## src/rtl/game_pkg.sv

```systemverilog
// rtl/game_pkg.sv - shared player/game-state types for the board and the turn scheduler
package game_pkg;

    localparam int PLAYER_W = 3;

    typedef enum logic [PLAYER_W-1:0] {
        PL_NPC  = 3'd0,
        PL_RED  = 3'd1,
        PL_BLUE = 3'd2
    } player_t;

    typedef enum logic [1:0] {
        GS_IDLE   = 2'd0,
        GS_TURN   = 2'd1,
        GS_SWITCH = 2'd2,
        GS_OVER   = 2'd3
    } game_state_t;

    function automatic player_t next_player(input player_t p);
        return (p == PL_RED) ? PL_BLUE : PL_RED;
    endfunction

endpackage

```

## src/rtl/game_tick_divider.sv

```systemverilog
// rtl/game_tick_divider.sv - one-second prescaler with synchronous clear and 1-cycle tick
module game_tick_divider
#(
    parameter int CLK_PER_SEC = 50000000
)
(
    input  logic i_clock,
    input  logic i_reset,
    input  logic i_clear,
    output logic o_tick
);

    localparam int CW = $clog2(CLK_PER_SEC);
    localparam logic [CW-1:0] LAST = CW'(CLK_PER_SEC - 1);

    logic [CW-1:0] r_count;

    always_ff @(posedge i_clock or negedge i_reset) begin
        if (!i_reset) begin
            r_count <= '0;
        end else if (i_clear || r_count == LAST) begin
            r_count <= '0;
        end else begin
            r_count <= r_count + 1'b1;
        end
    end

    // Tick is high during the last prescaler cycle so the consumer updates on the wrap edge.
    assign o_tick = !i_clear && (r_count == LAST);

endmodule

```

## src/rtl/game_turn_scheduler.sv

```systemverilog
// rtl/game_turn_scheduler.sv - game flow FSM: turns, countdown, rounds, growth events, winner latch
module game_turn_scheduler
    import game_pkg::*;
#(
    parameter int LOG2_MAX_PLAYER_CNT = 3,
    parameter int LOG2_MAX_ROUND      = 12,
    parameter int CLK_PER_SEC         = 50000000,
    parameter int TURN_SECONDS        = 10,
    parameter int GROWTH_PERIOD       = 25
)
(
    input  logic                           i_clock,
    input  logic                           i_reset,
    input  logic                           i_start,
    input  logic                           i_move_done,
    input  logic                           i_win_valid,
    input  logic [LOG2_MAX_PLAYER_CNT-1:0] i_win_player,
    output logic [1:0]                     o_game_state,
    output logic                           o_ops_enable,
    output logic [LOG2_MAX_PLAYER_CNT-1:0] o_current_player,
    output logic [LOG2_MAX_ROUND:0]        o_round,
    output logic [7:0]                     o_seconds_left,
    output logic                           o_turn_end,
    output logic                           o_timeout,
    output logic                           o_round_pulse,
    output logic                           o_growth_pulse,
    output logic [LOG2_MAX_PLAYER_CNT-1:0] o_winner
);

    localparam int RW = LOG2_MAX_ROUND + 1;
    localparam int GW = $clog2(GROWTH_PERIOD + 1);
    localparam logic [GW-1:0] GROW_INIT = GW'((GROWTH_PERIOD == 1) ? 0 : 1);
    localparam logic [GW-1:0] GROW_LAST = GW'(GROWTH_PERIOD - 1);
    localparam logic [7:0]    SEC_LOAD  = 8'(TURN_SECONDS);
    localparam logic [RW-1:0] ROUND_MAX = '1;

    game_state_t   r_state;
    player_t       r_player;
    player_t       r_winner;
    logic          r_ops_en;
    logic [RW-1:0] r_round;
    logic [7:0]    r_secs;
    logic [GW-1:0] r_grow_cnt;
    logic          r_turn_end;
    logic          r_timeout;
    logic          r_round_pulse;
    logic          r_growth_pulse;

    logic          w_tick;
    logic          w_clear;
    logic [GW-1:0] w_grow_next;

    assign w_clear     = (r_state != GS_TURN);
    // r_grow_cnt tracks round % GROWTH_PERIOD without a divider.
    assign w_grow_next = (r_grow_cnt == GROW_LAST) ? '0 : r_grow_cnt + 1'b1;

    game_tick_divider #(.CLK_PER_SEC(CLK_PER_SEC)) u_tick (
        .i_clock (i_clock),
        .i_reset (i_reset),
        .i_clear (w_clear),
        .o_tick  (w_tick)
    );

    always_ff @(posedge i_clock or negedge i_reset) begin
        if (!i_reset) begin
            r_state        <= GS_IDLE;
            r_player       <= PL_RED;
            r_winner       <= PL_NPC;
            r_ops_en       <= 1'b0;
            r_round        <= RW'(1);
            r_secs         <= SEC_LOAD;
            r_grow_cnt     <= GROW_INIT;
            r_turn_end     <= 1'b0;
            r_timeout      <= 1'b0;
            r_round_pulse  <= 1'b0;
            r_growth_pulse <= 1'b0;
        end else begin
            r_turn_end     <= 1'b0;
            r_timeout      <= 1'b0;
            r_round_pulse  <= 1'b0;
            r_growth_pulse <= 1'b0;
            case (r_state)
                GS_IDLE, GS_OVER: begin
                    if (i_start) begin
                        r_state    <= GS_TURN;
                        r_ops_en   <= 1'b1;
                        r_player   <= PL_RED;
                        r_winner   <= PL_NPC;
                        r_round    <= RW'(1);
                        r_secs     <= SEC_LOAD;
                        r_grow_cnt <= GROW_INIT;
                    end
                end
                GS_TURN: begin
                    if (i_win_valid) begin
                        r_state  <= GS_OVER;
                        r_ops_en <= 1'b0;
                        r_winner <= player_t'(i_win_player);
                    end else if (i_move_done) begin
                        r_state    <= GS_SWITCH;
                        r_ops_en   <= 1'b0;
                        r_turn_end <= 1'b1;
                    end else if (w_tick) begin
                        r_secs <= r_secs - 1'b1;
                        if (r_secs == 8'd1) begin
                            r_state    <= GS_SWITCH;
                            r_ops_en   <= 1'b0;
                            r_turn_end <= 1'b1;
                            r_timeout  <= 1'b1;
                        end
                    end
                end
                GS_SWITCH: begin
                    if (i_win_valid) begin
                        r_state  <= GS_OVER;
                        r_winner <= player_t'(i_win_player);
                    end else if (r_player == PL_BLUE && r_round == ROUND_MAX) begin
                        r_state  <= GS_OVER;
                        r_winner <= PL_NPC;
                    end else begin
                        r_state  <= GS_TURN;
                        r_ops_en <= 1'b1;
                        r_player <= next_player(r_player);
                        r_secs   <= SEC_LOAD;
                        if (r_player == PL_BLUE) begin
                            r_round        <= r_round + 1'b1;
                            r_round_pulse  <= 1'b1;
                            r_grow_cnt     <= w_grow_next;
                            r_growth_pulse <= (w_grow_next == '0);
                        end
                    end
                end
                default: r_state <= GS_IDLE;
            endcase
        end
    end

    assign o_game_state     = r_state;
    assign o_ops_enable     = r_ops_en;
    assign o_current_player = r_player;
    assign o_round          = r_round;
    assign o_seconds_left   = r_secs;
    assign o_turn_end       = r_turn_end;
    assign o_timeout        = r_timeout;
    assign o_round_pulse    = r_round_pulse;
    assign o_growth_pulse   = r_growth_pulse;
    assign o_winner         = r_winner;

endmodule

```

## config.mk

```make
export PLATFORM = sky130hd
export DESIGN_NAME = game_turn_scheduler
export DESIGN_NICKNAME = d
export VERILOG_FILES = /design/src/rtl/game_pkg.sv /design/src/rtl/game_tick_divider.sv /design/src/rtl/game_turn_scheduler.sv
export SDC_FILE = /design/constraint.sdc
export NUM_CORES = 1
export LEC_CHECK = 0
export CAP_MARGIN = 20
export CORE_UTILIZATION = 56
export DETAILED_ROUTE_END_ITERATION = 10
export PLACE_DENSITY = 0.91
export SYNTH_ARGS = -nofsm -noshare
export SYNTH_HDL_FRONTEND = slang
export SYNTH_SLANG_ARGS = --single-unit
```

## constraint.sdc

```tcl
create_clock -name i_clock -period 3.2 [get_ports i_clock]
set_input_delay 0.48 -clock i_clock [delete_from_list [all_inputs] [get_ports i_clock]]
set_output_delay 0.48 -clock i_clock [all_outputs]
set_load 0.005 [all_outputs]
```

### Word-level counts from Yosys, hierarchy flattened

Index checks and enable logic that the tools add are counted.

| operators by class | value |
|---|---|
| mux-type cells | 61 |
| add/sub/neg operators | 4 |
| reductions and logical operators | 14 |
| eq/ne operators | 21 |

Operator list:

| kind | count |
|---|---|
| 13-bit 2-to-1 mux | 4 |
| 8-bit 2-to-1 mux | 6 |
| 26-bit by 1-bit adder with 26-bit output (second input constant) | 1 |
| 26-bit == test (second input constant) | 1 |
| 26-bit 2-to-1 mux | 1 |
| 13-bit case mux with 2 select lines | 1 |
| 5-bit 2-to-1 mux | 5 |
| 8-bit case mux with 3 select lines | 1 |
| 1-bit 2-to-1 mux | 23 |
| 3-bit 2-to-1 mux | 7 |
| 2-bit 2-to-1 mux | 8 |
| 2-bit inequality test (second input constant) | 7 |
| 13-bit by 1-bit adder with 13-bit output (second input constant) | 1 |
| 13-bit == test (second input constant) | 1 |
| 5-bit case mux with 2 select lines | 1 |
| 5-bit AND reduction | 2 |
| 3-bit case mux with 3 select lines | 1 |
| 8-bit by 1-bit == test with 1-bit output (second input constant) | 1 |
| 8-bit by 1-bit subtractor with 8-bit output (second input constant) | 1 |
| 2-bit case mux with 3 select lines | 1 |
| 3-bit case mux with 2 select lines | 1 |
| 3-bit AND reduction | 2 |
| 6-bit AND reduction | 1 |
| 5-bit by 1-bit adder with 5-bit output (second input constant) | 1 |
| 18 further kinds | 21 |

| storage, ports and cells | value |
|---|---|
| output and inout port bits | 34 |
| word-level logic and storage cells | 112 |
| input port bits | 8 |
| flip-flop bits (word level) | 65 |

### Logic depth before layout (Yosys ltp)

Gate-level depths: netlist (run 1).

| logic depth | value |
|---|---|
| word-level depth | 7 |
| gate-level depth with buffers | 8 |
| mapped depth without buffers | 7 |

### Modules after synthesis

Synthesis (run 1) repeated with hierarchy kept, for this count alone.

| unflattened totals | value |
|---|---|
| cells, all modules | 415 |
| area, all modules | 3806.2 um^2 |

By module, submodules not included:

| module | cells each | times used | area an instance (um^2) | sequential area each (um^2) |
|---|---|---|---|---|
| game_turn_scheduler | 273 | 1 | 2437.3 | 957.2 |
| game_tick_divider | 142 | 1 | 1368.8 | 650.6 |

### Worst setup path before layout (run 1)

Ideal clock, no wire load.

| timing | value |
|---|---|
| path kind | flip-flop to flip-flop |
| start | register r_round[0] (netlist: o_round[0]) |
| end | register r_round[3] (netlist: o_round[3]) |
| library setup time | 141 ps |
| path buffers | 2 |
| data required time | 3059 ps |
| data arrival time | 2104 ps |
| period minus slack after synthesis | 2245 ps |
| stages on the path, launching flop included | 9 |
| slack | 955 ps |
| cells stage by stage | dfstp_2 -> ha_1 -> and4_1 -> nand3_1 -> a21oi_1 -> or2_2 -> clkbuf_1 -> clkbuf_1 -> o221ai_1 |

| on the way | value |
|---|---|
| longest elaborated chain between the ends | 5 |
| elaborated cells between the ends (all ways) | 9 |
| classes of those cells | 1 x add/sub; 2 x eq/ne; 4 x mux; 2 x reduce/logical |

RTL lines:

| what | RTL line | RTL |
|---|---|---|
| from (decl) | game_turn_scheduler.sv:41 | `logic [RW-1:0] r_round;` |
| from (signal assigned) | game_turn_scheduler.sv:126 | `r_round <= r_round + 1'b1;` |
| 13-bit by 1-bit adder with 13-bit output | game_turn_scheduler.sv:126 |  |
| 13-bit 2-to-1 mux | game_turn_scheduler.sv:125 | `if (r_player == PL_BLUE) begin` |
| 13-bit 2-to-1 mux | game_turn_scheduler.sv:117 | `end else if (r_player == PL_BLUE && r_round == ROUND_MAX) begin` |
| 13-bit 2-to-1 mux | game_turn_scheduler.sv:114 | `if (i_win_valid) begin` |
| 13-bit case mux with 2 select lines | game_turn_scheduler.sv:82 | `case (r_state)` |

Several ways; a longest one is shown, not always the timed one. The select of a mux whose other input is x is not followed.
A chain may end at the register's enable or synchronous reset.

### Final worst setup path (run 1)

| timing | value |
|---|---|
| start | register r_state[0] (netlist: o_game_state[0]) |
| end | register r_round[7] (netlist: o_round[7]) |

| on the way | value |
|---|---|
| longest elaborated chain between the ends | 4 |
| elaborated cells between the ends (all ways) | 11 |
| classes of those cells | 6 x eq/ne; 1 x mux; 4 x reduce/logical |

RTL lines:

| what | RTL line | RTL |
|---|---|---|
| from (decl) | game_turn_scheduler.sv:37 | `game_state_t r_state;` |
| from (signal assigned) | game_turn_scheduler.sv:66 | `r_state <= GS_IDLE;` |
| from (signal assigned) | game_turn_scheduler.sv:85 | `r_state <= GS_TURN;` |
| from (signal assigned) | game_turn_scheduler.sv:96 | `r_state <= GS_OVER;` |
| 2-bit == test / 2-bit zero test (equally long branches) | game_turn_scheduler.sv:82 |  |
| 2-bit OR reduction | game_turn_scheduler.sv:82 |  |
| 2-bit inequality test (no source line) / 2-bit nonzero test (equally long branches) | n/a |  |
| 5-bit AND reduction (no source line) | n/a |  |

Several ways; a longest one is shown, not always the timed one.

==> flow_metrics.py, run 1 <==
metrics = {
    "run_status": {
        "status": "finished clean",
    },
    "cts": {
        "cts.sinks": 64,
        "worstSkewPairLatency_ns": 0.35,
        "clkTransAtPathRegs_ns": 0.07,
        "cts_tree": "built",
        "cts_max_level": 3,
        "clock-root-buffer": "clkbuf_8",
        "cts_buffer_depth": 2,
        "postCtsSetupBuffers": 0,
        "ctsHoldBuffers": 0,
        "cts_buffers": 9,
        "cts-resized-gates": 0,
    },
    "worst_setup_path": {
        "required_ns": 3.42,
        "worst_path_most_repeated_cell": "buf_4",
        "arrival_ns": 2.64,
        "criticalPathCategory": "reg -> reg",
        "path_cells": "inv_1 -> ha_1 -> buf_4 -> and2_1 -> a21oi_1 -> buf_4 -> or2_2 -> o311ai_0",
        "startpoint_type": "register",
        "cp_max_fo": 19,
        "path_buf_inv": 3,
        "crit_family": "simple AND/OR/NAND/NOR gates",
        "endpoint_kind": "register",
        "slowest_delay_ns": 0.43,
        "crit_path_top_delay_cell": "dfrtp_1",
    },
    "place": {
        "gp_congestion": 0.813,
        "dpl.hpwl_um": 5700,
        "port_buffers": 40,
    },
    "die": {
        "core_area_sq_um": 6030,
        "die_y_um": 81.6,
        "ios": 42,
        "start_util_pct": 58.8,
        "die_area_sq_um": 6650,
        "row_count": 28,
        "die_x_um": 81.6,
    },
    "timing": {
        "period_share_pct": 75.5,
        "setup-tns-final_ns": 0,
        "setup_viol": 0,
        "hold_violations": 0,
        "fin_crit_ns": 2.42,
        "slew_headroom_pct": 40.4,
        "fmax_ghz": 0.414,
        "drv_slew": 0,
        "skew_ns": 0.0117,
        "worst_pin_slew_ns": 0.894,
        "rsz0062_at_grt": "no",
    },
    "global_routing": {
        "grt_pass1_wl_um": 13500,
        "antenna_found_initial": 0,
        "overflow": 0,
        "grtUsageTotal_pct": 26.8,
        "grt_pass1_vias": 2920,
        "grt_max_degree": 34,
    },
    "synthesis": {
        "synth-seq-cells": 64,
        "synthCells": 383,
        "synth_flop_cell": "dfrtp_1",
        "syn-num-nets": 399,
        "ys_async_sr_fraction_pct": 100,
        "synth_seq_area_share_pct": 45.3,
        "syn_area_sq_um": 3550,
        "ys_types": 57,
        "syn_area_per_cell_sq_um": 9.26,
        "synth-warning-count": 0,
        "synth_edf_count": 0,
    },
    "finish": {
        "final_cell_mix": "dfrtp_1, clkdlybuf4s50_1, nor2_1, nand2_1, nand3_1",
        "drive_above_1_share_pct": 8.67,
        "layout_commonest_cell": "dfrtp_1",
        "final_nets": 438,
        "area_delta_synth_final_pct": 18.8,
        "antenna_cells": 0,
        "final_util_pct": 69.9,
    },
    "worst_hold_path": {
        "hold_path_class": "in -> async",
    },
    "routing": {
        "wl_um": 8240,
        "viasPerCell": 6.16,
        "drt_iter0_drc": 197,
        "dr.pass1.iters": 6,
        "wl_per_cell_um": 16.4,
        "ant_nets": 0,
        "vias": 3093,
        "drc_errors": 0,
    },
    "pwr": {
        "p_leak_nw": 1.74,
        "power_density_nw_per_um2": 628,
        "ir_worst_vdd_mv": 0.569,
    },
    "job": {
        "maxCapViolCount": 0,
    },
}
==> cells in the mapped netlist, types with 3 or more instances <==
master | number | share of area, %
or4_1 | 6 | 1.3
nor4_1 | 3 | 0.53
clkbuf_1 | 13 | 1.4
dfrtp_1 | 59 | 42
o211ai_1 | 8 | 1.7
a22o_1 | 4 | 0.99
a31oi_1 | 3 | 0.53
nand3b_1 | 9 | 1.9
and2_1 | 4 | 0.71
and4_1 | 4 | 0.99
nor2b_1 | 3 | 0.53
ha_1 | 8 | 2.8
o221ai_1 | 4 | 0.99
a21oi_1 | 7 | 0.99
or4b_1 | 3 | 0.85
o311ai_0 | 6 | 1.5
dfstp_2 | 5 | 3.7
inv_1 | 12 | 1.3
and3_1 | 8 | 1.4
o21ai_0 | 26 | 3.7
nand4_1 | 12 | 2.1
nand2_1 | 37 | 3.9
xnor2_1 | 6 | 1.5
nand2b_1 | 10 | 1.8
nor3_1 | 5 | 0.71
nand3_1 | 27 | 3.8
nor2_1 | 38 | 4.0
xor2_1 | 19 | 4.7
==> worst reg2reg max path: stages, from the launching register on <==
cell,delay (ns)
dfrtp_1,0.43
inv_1,0.09
ha_1,0.24
buf_4,0.26
and2_1,0.22
a21oi_1,0.08
buf_4,0.19
or2_2,0.43
o311ai_0,0.36
==> state kept, by name, indices dropped and copies added (netlist names) <==
| register | flops |
|---|---|
| o_round | 13 |
| o_round_pulse | 1 |
| o_ops_enable | 1 |
| o_game_state | 2 |
| o_current_player | 2 |
| o_winner | 3 |
| o_seconds_left | 8 |
| o_growth_pulse | 1 |
| r_grow_cnt | 5 |
| o_turn_end | 1 |
| u_tick.r_count | 26 |
| o_timeout | 1 |
==> kinds of logic (layout without fill, tap and decap cells) <==
| logic type | Yosys count | after routing | share of synthesized area (%) |
|---|---|---|---|
| buffers and inverters | 31 | 75 | 3.67 |
| muxes | 1 | 1 | 0.318 |
| DFF | 64 | 64 | 45.3 |
| other | 1 | 1 | 0.106 |
| adders and majority gates | 8 | 8 | 2.82 |
| and+or+nand+nor | 184 | 184 | 28.7 |
| xor gates and xnor gates | 25 | 25 | 6.18 |
| AOI/OAI and AO/OA | 69 | 69 | 12.8 |
==> final cells by class <==
cell class              instances  area, sq um
repair buffers                 47          460
well taps                      75         93.8
inverters                      12         45.0
flip-flops and latches         64         1610
clock inverters                 3         40.0
multi-input cells             288         1810
fillers                       439         1810
clock buffers                  13          159
==> path summary, 6_finish.rpt <==
| kind | startpoint | endpoint | slack [ns] | depth (start not counted) |
|---|---|---|---|---|
| worst min-delay path | i_reset | u_tick.r_count[24] | 0.22 | 1 |
| max in group asynchronous | i_reset | o_seconds_left[1] | 2.29 | 2 |
| worst min register to register | o_winner[0] | o_winner[0] | 0.50 | 1 |
| worst max register to register | o_game_state[0] | o_round[7] | 0.78 | 8 |
| worst max-delay path | o_game_state[0] | o_round[7] | 0.78 | 8 |
| min in group i_clock | o_winner[0] | o_winner[0] | 0.50 | 1 |
==> routing by layer <==
layer | track usage, % | up-vias | part of all wire (%)
met5 | 0 | - | 0
met4 | 12.1 | 0 | 1.9
met3 | 3.89 | 13 | 4.7
met2 | 46.8 | 104 | 51
met1 | 32.5 | 1518 | 43
li1 | - | 1458 | -
==> report_power, final <==
part           internal, mW  switching [mW]  total [mW]
sequential            0.907          0.0854       0.993
clock                 0.400           0.302       0.703
combinational         0.363           0.587       0.950
==> through the flow <==
stage / cell area (sq um) / hold WS (ns) / instances / power [mW] / setup WS (ns)
after floorplan: 3550 / 0.184 / 383 / 1.59 / 0.955
after global placement: 4020 / 0.472 / 486 / 1.89 / 0.843
after detailed placement: 4020 / 0.482 / 486 / 1.94 / 0.774
after CTS: 4210 / 0.240 / 502 / 2.64 / 0.795
after global routing: 4210 / 0.283 / 502 / 2.80 / 0.602
final: 4210 / 0.217 / 502 / 2.65 / 0.784
(Power assumes the default switching activity.)
==> run 2: changes to the inputs <==
==> constraint.sdc (replaced) <==
create_clock -name i_clock -period 2.3 [get_ports i_clock]
set_input_delay 0.345 -clock i_clock [delete_from_list [all_inputs] [get_ports i_clock]]
set_output_delay 0.345 -clock i_clock [all_outputs]
set_load 0.005 [all_outputs]
==> run 2 against run 1 <==
Highest routed layer unchanged; the run now ends with negative hold slack left; largest power group is now combinational cells; non-clock buffer count rose by 14; total power rose by 39%; via count rose by 3.9%; critical path depth fell by 2.
==> flow_metrics.py, run 2 (synthesized netlist as in run 1, its figures left out) <==
metrics = {
    "cts": {
        "cts_tree": "built",
        "clkTransAtPathRegs_ns": 0.07,
        "ctsHoldBuffers": 0,
        "worstSkewPairLatency_ns": 0.35,
        "cts_buffer_depth": 2,
        "cts_buffers": 9,
        "cts_max_level": 3,
        "cts.sinks": 64,
        "clock-root-buffer": "clkbuf_8",
    },
    "timing": {
        "setup-tns-final_ns": 0,
        "fin_crit_ns": 2.23,
        "period_share_pct": 97.1,
        "skew_ns": 0.00659,
        "hold_ws_ns": -0.00627,
        "setup_viol": 0,
        "hold_violations": 12,
        "rsz0062_at_grt": "yes",
        "fmax_ghz": 0.448,
        "drv_slew": 0,
    },
    "global_routing": {
        "grtUsageTotal_pct": 27.4,
        "grt_pass1_wl_um": 13800,
        "grt_max_degree": 65,
        "grt_pass1_vias": 3059,
        "antenna_found_initial": 0,
        "overflow": 0,
    },
    "routing": {
        "dr.pass1.iters": 5,
        "met3_length_um": 521,
        "drt_iter0_drc": 260,
        "vias": 3215,
        "routed-wl-met2_um": 4330,
        "viasPerCell": 6.23,
        "ant_nets": 0,
        "drc_errors": 0,
        "wl_per_cell_um": 16.8,
        "top_layer": "met4",
        "wl_um": 8670,
        "wl_met1_um": 3640,
    },
    "worst_setup_path": {
        "arrival_ns": 2.50,
        "startpoint_type": "register",
        "reg2reg_from": "o_round[0]",
        "reg2reg_to": "o_round[10]",
        "reg2reg_depth": 6,
        "crit_start": "o_round[0]",
        "r2r_slack_ns": 0.07,
        "endpoint_kind": "register",
        "cp_max_fo": 5,
        "required_ns": 2.56,
        "criticalPathCategory": "reg -> reg",
    },
    "finish": {
        "fin_cells": 516,
        "largest_reg_flops": 26,
        "final_cell_mix": "dfrtp_1, clkdlybuf4s50_1, nor2_1, nand2_1",
        "antenna_cells": 0,
        "drive_above_1_share_pct": 12.9,
        "fillers": 427,
        "final_nets": 452,
        "area_delta_synth_final_pct": 22.1,
        "top_register": "u_tick.r_count",
        "layout_commonest_cell": "dfrtp_1",
        "stdcell_area_sq_um": 4330,
    },
    "place": {
        "gp_congestion": 0.816,
        "port_buffers": 40,
        "dpl.hpwl_um": 5870,
        "dp_cells": 499,
        "placed_area_sq_um": 4130,
    },
    "pwr": {
        "p_leak_nw": 1.80,
        "p_int_mw": 2.27,
        "pwr-share-seq_pct": 37.4,
        "clkPwrFrac_pct": 23.5,
        "p_sw_mw": 1.42,
        "ir_worst_vdd_mv": 0.624,
        "power_density_nw_per_um2": 851,
        "switching_share_pct": 38.4,
        "p_comb_share_pct": 39.2,
    },
    "die": {
        "die_x_um": 81.6,
        "die_y_um": 81.6,
        "ios": 42,
        "row_count": 28,
        "core_area_sq_um": 6030,
        "die_area_sq_um": 6650,
        "start_util_pct": 58.8,
    },
    "run_status": {
        "status": "complete, but fails checks",
        "violations": "negative hold slack",
    },
    "worst_hold_path": {
        "hold_path_class": "in -> async",
    },
    "job": {
        "maxCapViolCount": 0,
    },
}
## run 2: worst max-delay path, cell delays in order, from the launching register on
cell and delay, ns:
dfstp_2 0.57, ha_1 0.22, and4_4 0.25, and2_4 0.16, nand3_2 0.11, or4b_2 0.65
o211ai_1 0.19
## run 2: repair_timing
item                                    CTS  global route
resized for setup                         1             7
pin swaps                                 2             2
endpoints found under the hold margin     0             0
endpoints found under the setup margin    3            15
setup buffers                             0             1
## run 2: worst max path at each step
stage | slack (ns) | end | cells past startpoint
after floorplan | 0.06 | o_round[3] | 8
after global placement | 0.10 | o_seconds_left[0] | 5
after detailed placement | -0.007 | o_seconds_left[7] | 5
after CTS | 0.004 | o_seconds_left[4] | 5
after global routing | -0.03 | o_game_state[1] | 5
final | 0.07 | o_round[10] | 6
## run 2: layout make-up
type                            instances  area [sq um]  share of cell area (%)
Clock buffer                           11           141                    3.27
Clock inverter                          5          32.5                   0.751
Inverter                               12          45.0                    1.04
Multi-Input combinational cell        288          1830                    42.3
Sequential cell                        64          1610                    37.1
Tap cell                               75          93.8                    2.17
Timing Repair Buffer                   61           578                    13.4
## run 2: metrics by stage
| step | setup WS, ns | utilization, % | power (mW) |
|---|---|---|---|
| floorplan | 0.0555 | - | 2.22 |
| global placement | 0.100 | 68.5 | 2.74 |
| detailed placement | -0.00662 | 68.5 | 2.80 |
| CTS | 0.00353 | 71.4 | 3.65 |
| global route | -0.0281 | 71.8 | 3.89 |
| finish | 0.0668 | 71.8 | 3.68 |
## run 2: power groups by stage
stage          Sequential [mW]  Combinational (mW)  Clock, mW
5_1_grt                   1.39                1.57      0.922
2_1_floorplan             1.38               0.841          0
3_3_place_gp              1.38                1.35          0
3_5_place_dp              1.39                1.41          0
6_report                  1.38                1.44      0.864
4_1_cts                   1.37                1.41      0.868
## run 2: routing by layer
metal	GRT usage (%)	vias up
li1	-	1488
met4	13.9	0
met3	6.33	17
met1	33.3	1582
met2	45.4	128
met5	0	-
==> run 3: changes to the inputs <==
--- a/config.mk
+++ b/config.mk
@@ -6,9 +6,9 @@
 export NUM_CORES = 1
 export LEC_CHECK = 0
 export CAP_MARGIN = 20
-export CORE_UTILIZATION = 56
+export CORE_UTILIZATION = 59
 export DETAILED_ROUTE_END_ITERATION = 10
-export PLACE_DENSITY = 0.91
+export PLACE_DENSITY = 0.95
 export SYNTH_ARGS = -nofsm -noshare
 export SYNTH_HDL_FRONTEND = slang
 export SYNTH_SLANG_ARGS = --single-unit
==> constraint.sdc (replaced) <==
create_clock -name i_clock -period 2.85 [get_ports i_clock]
set_input_delay 0.4275 -clock i_clock [delete_from_list [all_inputs] [get_ports i_clock]]
set_output_delay 0.4275 -clock i_clock [all_outputs]
set_load 0.005 [all_outputs]
==> run 3 against run 2 <==
The run now ends clean; flip-flop and latch count unchanged; sequential power shrank 20%; setup slack better by 0.32 ns; clock skew up 0.0063 ns; critical path depth decreased by 1; sequential share of layout area rose by 1.2 points; total power is 21% lower; critical path type unchanged; critical endpoint is now o_game_state[1].
==> flow_metrics.py, run 3 (synthesized netlist as in run 1, its figures left out) <==
metrics = {
    "routing": {
        "wl_um": 8490,
        "viasPerCell": 6.34,
        "drc_errors": 0,
        "drt_iter0_drc": 203,
        "ant_nets": 0,
        "wl_per_cell_um": 17.0,
        "vias": 3169,
        "dr.pass1.iters": 5,
    },
    "die": {
        "ios": 42,
        "row_count": 27,
        "die_area_sq_um": 6320,
        "start_util_pct": 62.9,
        "die_x_um": 79.5,
        "die_y_um": 79.5,
        "core_area_sq_um": 5640,
    },
    "global_routing": {
        "grt_max_degree": 35,
        "antenna_found_initial": 0,
        "grt_pass1_wl_um": 13700,
        "grtUsageTotal_pct": 28.4,
        "overflow": 0,
        "grt_pass1_vias": 2926,
    },
    "finish": {
        "antenna_cells": 0,
        "top_register": "u_tick.r_count",
        "fillers": 363,
        "final_nets": 439,
        "area_delta_synth_final_pct": 18.2,
        "largest_reg_flops": 26,
        "final_cell_mix": "dfrtp_1, clkdlybuf4s50_1, nor2_1, nand2_1, nand3_1",
        "stdcell_area_sq_um": 4190,
        "multi_input_comb_area_sq_um": 1810,
        "regArea_sq_um": 1610,
        "layout_commonest_cell": "dfrtp_1",
        "drive_above_1_share_pct": 8.88,
    },
    "timing": {
        "period_share_pct": 86.4,
        "slew_headroom_pct": 41.8,
        "hold_violations": 0,
        "fmax_ghz": 0.406,
        "setup_viol": 0,
        "skew_ns": 0.0129,
        "setup-tns-final_ns": 0,
        "fin_crit_ns": 2.46,
        "drv_slew": 0,
        "rsz0062_at_grt": "no",
        "worst_pin_slew_ns": 0.866,
    },
    "worst_setup_path": {
        "slowest_delay_ns": 0.56,
        "criticalPathCategory": "reg -> reg",
        "reg2reg_from": "u_tick.r_count[11]",
        "reg2reg_depth": 5,
        "crit_end": "o_game_state[1]",
        "reg2reg_to": "o_game_state[1]",
        "endpoint_kind": "register",
        "worstSetupPathDepth": 5,
        "cp_max_fo": 8,
        "crit_path_top_delay_cell": "or4_4",
        "crit_start": "u_tick.r_count[11]",
        "path_cells": "or4_4 -> nor4_4 -> nand4_1 -> nor2b_1 -> o32ai_1",
        "required_ns": 3.09,
        "arrival_ns": 2.70,
        "path_buf_inv": 0,
        "startpoint_type": "register",
        "crit_family": "simple AND/OR/NAND/NOR gates",
        "r2r_slack_ns": 0.39,
    },
    "cts": {
        "cts_buffer_depth": 2,
        "worstSkewPairLatency_ns": 0.35,
        "cts_tree": "built",
        "cts_buffers": 9,
        "cts.sinks": 64,
        "cts-resized-gates": 0,
        "clkTransAtPathRegs_ns": 0.07,
        "ctsHoldBuffers": 0,
        "postCtsSetupBuffers": 0,
        "cts_max_level": 3,
        "clock-root-buffer": "clkbuf_8",
    },
    "run_status": {
        "status": "finished clean",
    },
    "pwr": {
        "switching_share_pct": 37.8,
        "ir_worst_vdd_mv": 0.585,
        "p_comb_share_pct": 36.6,
        "p_leak_nw": 1.73,
        "p_int_mw": 1.81,
        "power_density_nw_per_um2": 696,
        "pwr-share-seq_pct": 38.2,
        "clkPwrFrac_pct": 25.2,
        "p_sw_mw": 1.10,
    },
    "place": {
        "placed_area_sq_um": 4010,
        "port_buffers": 40,
        "gp_congestion": 0.822,
        "dpl.hpwl_um": 5650,
    },
    "job": {
        "maxCapViolCount": 0,
    },
    "worst_hold_path": {
        "hold_path_class": "in -> async",
    },
}
run 3: cell count changes in the layout (fill, tap and decap cells not counted), sizes merged:
cell      change
buf          -13
clkbuf        +3
clkinvlp      -2
clkinv        -1
run 3: how the worst min path moves through the flow:
stage / end / start / depth (start not counted)
5_1_grt: u_tick.r_count[16] / i_reset / 1
3_3_place_gp: u_tick.r_count[0] / u_tick.r_count[0] / 1
4_1_cts: r_grow_cnt[2] / i_reset / 1
3_5_place_dp: u_tick.r_count[0] / u_tick.r_count[0] / 1
6_report: u_tick.r_count[16] / i_reset / 1
2_1_floorplan: o_current_player[1] / i_reset / 0
run 3: layout make-up:
class	instances	share of cell area, %
timing repair buffer	48	10.9
tap	72	2.15
clock buffer	14	4.12
clock inverter	2	0.299
inverter	12	1.07
sequential	64	38.4
multi-input combinational	288	43.1
run 3: per-layer routing:
metal / part of all wire [%] / vias to the layer above / global-route usage (%)
met2: 49 / 149 / 46.9
met5: 0 / - / 0
met1: 42 / 1525 / 34.6
met3: 6.4 / 23 / 8.80
met4: 2.2 / 0 / 10.9
li1: - / 1472 / -
run 3: per-stage QoR:
step	setup WS, ns	power [mW]	hold slack [ns]	utilization (%)	instances
6_report	0.389	2.92	0.151	74.3	500
3_5_place_dp	0.431	2.16	0.487	71.0	484
2_1_floorplan	0.605	1.79	0.132	-	383
4_1_cts	0.433	2.90	0.164	74.3	500
5_1_grt	0.286	3.07	0.209	74.3	500
3_3_place_gp	0.545	2.12	0.484	71.0	484
run 3: power groups by stage:
stage / logic (mW) / registers (mW) / clock network, mW
after floorplan: 0.679 / 1.11 / 0
after global placement: 1.00 / 1.12 / 0
after detailed placement: 1.04 / 1.13 / 0
after CTS: 1.05 / 1.11 / 0.736
after global routing: 1.17 / 1.12 / 0.777
final: 1.07 / 1.11 / 0.735
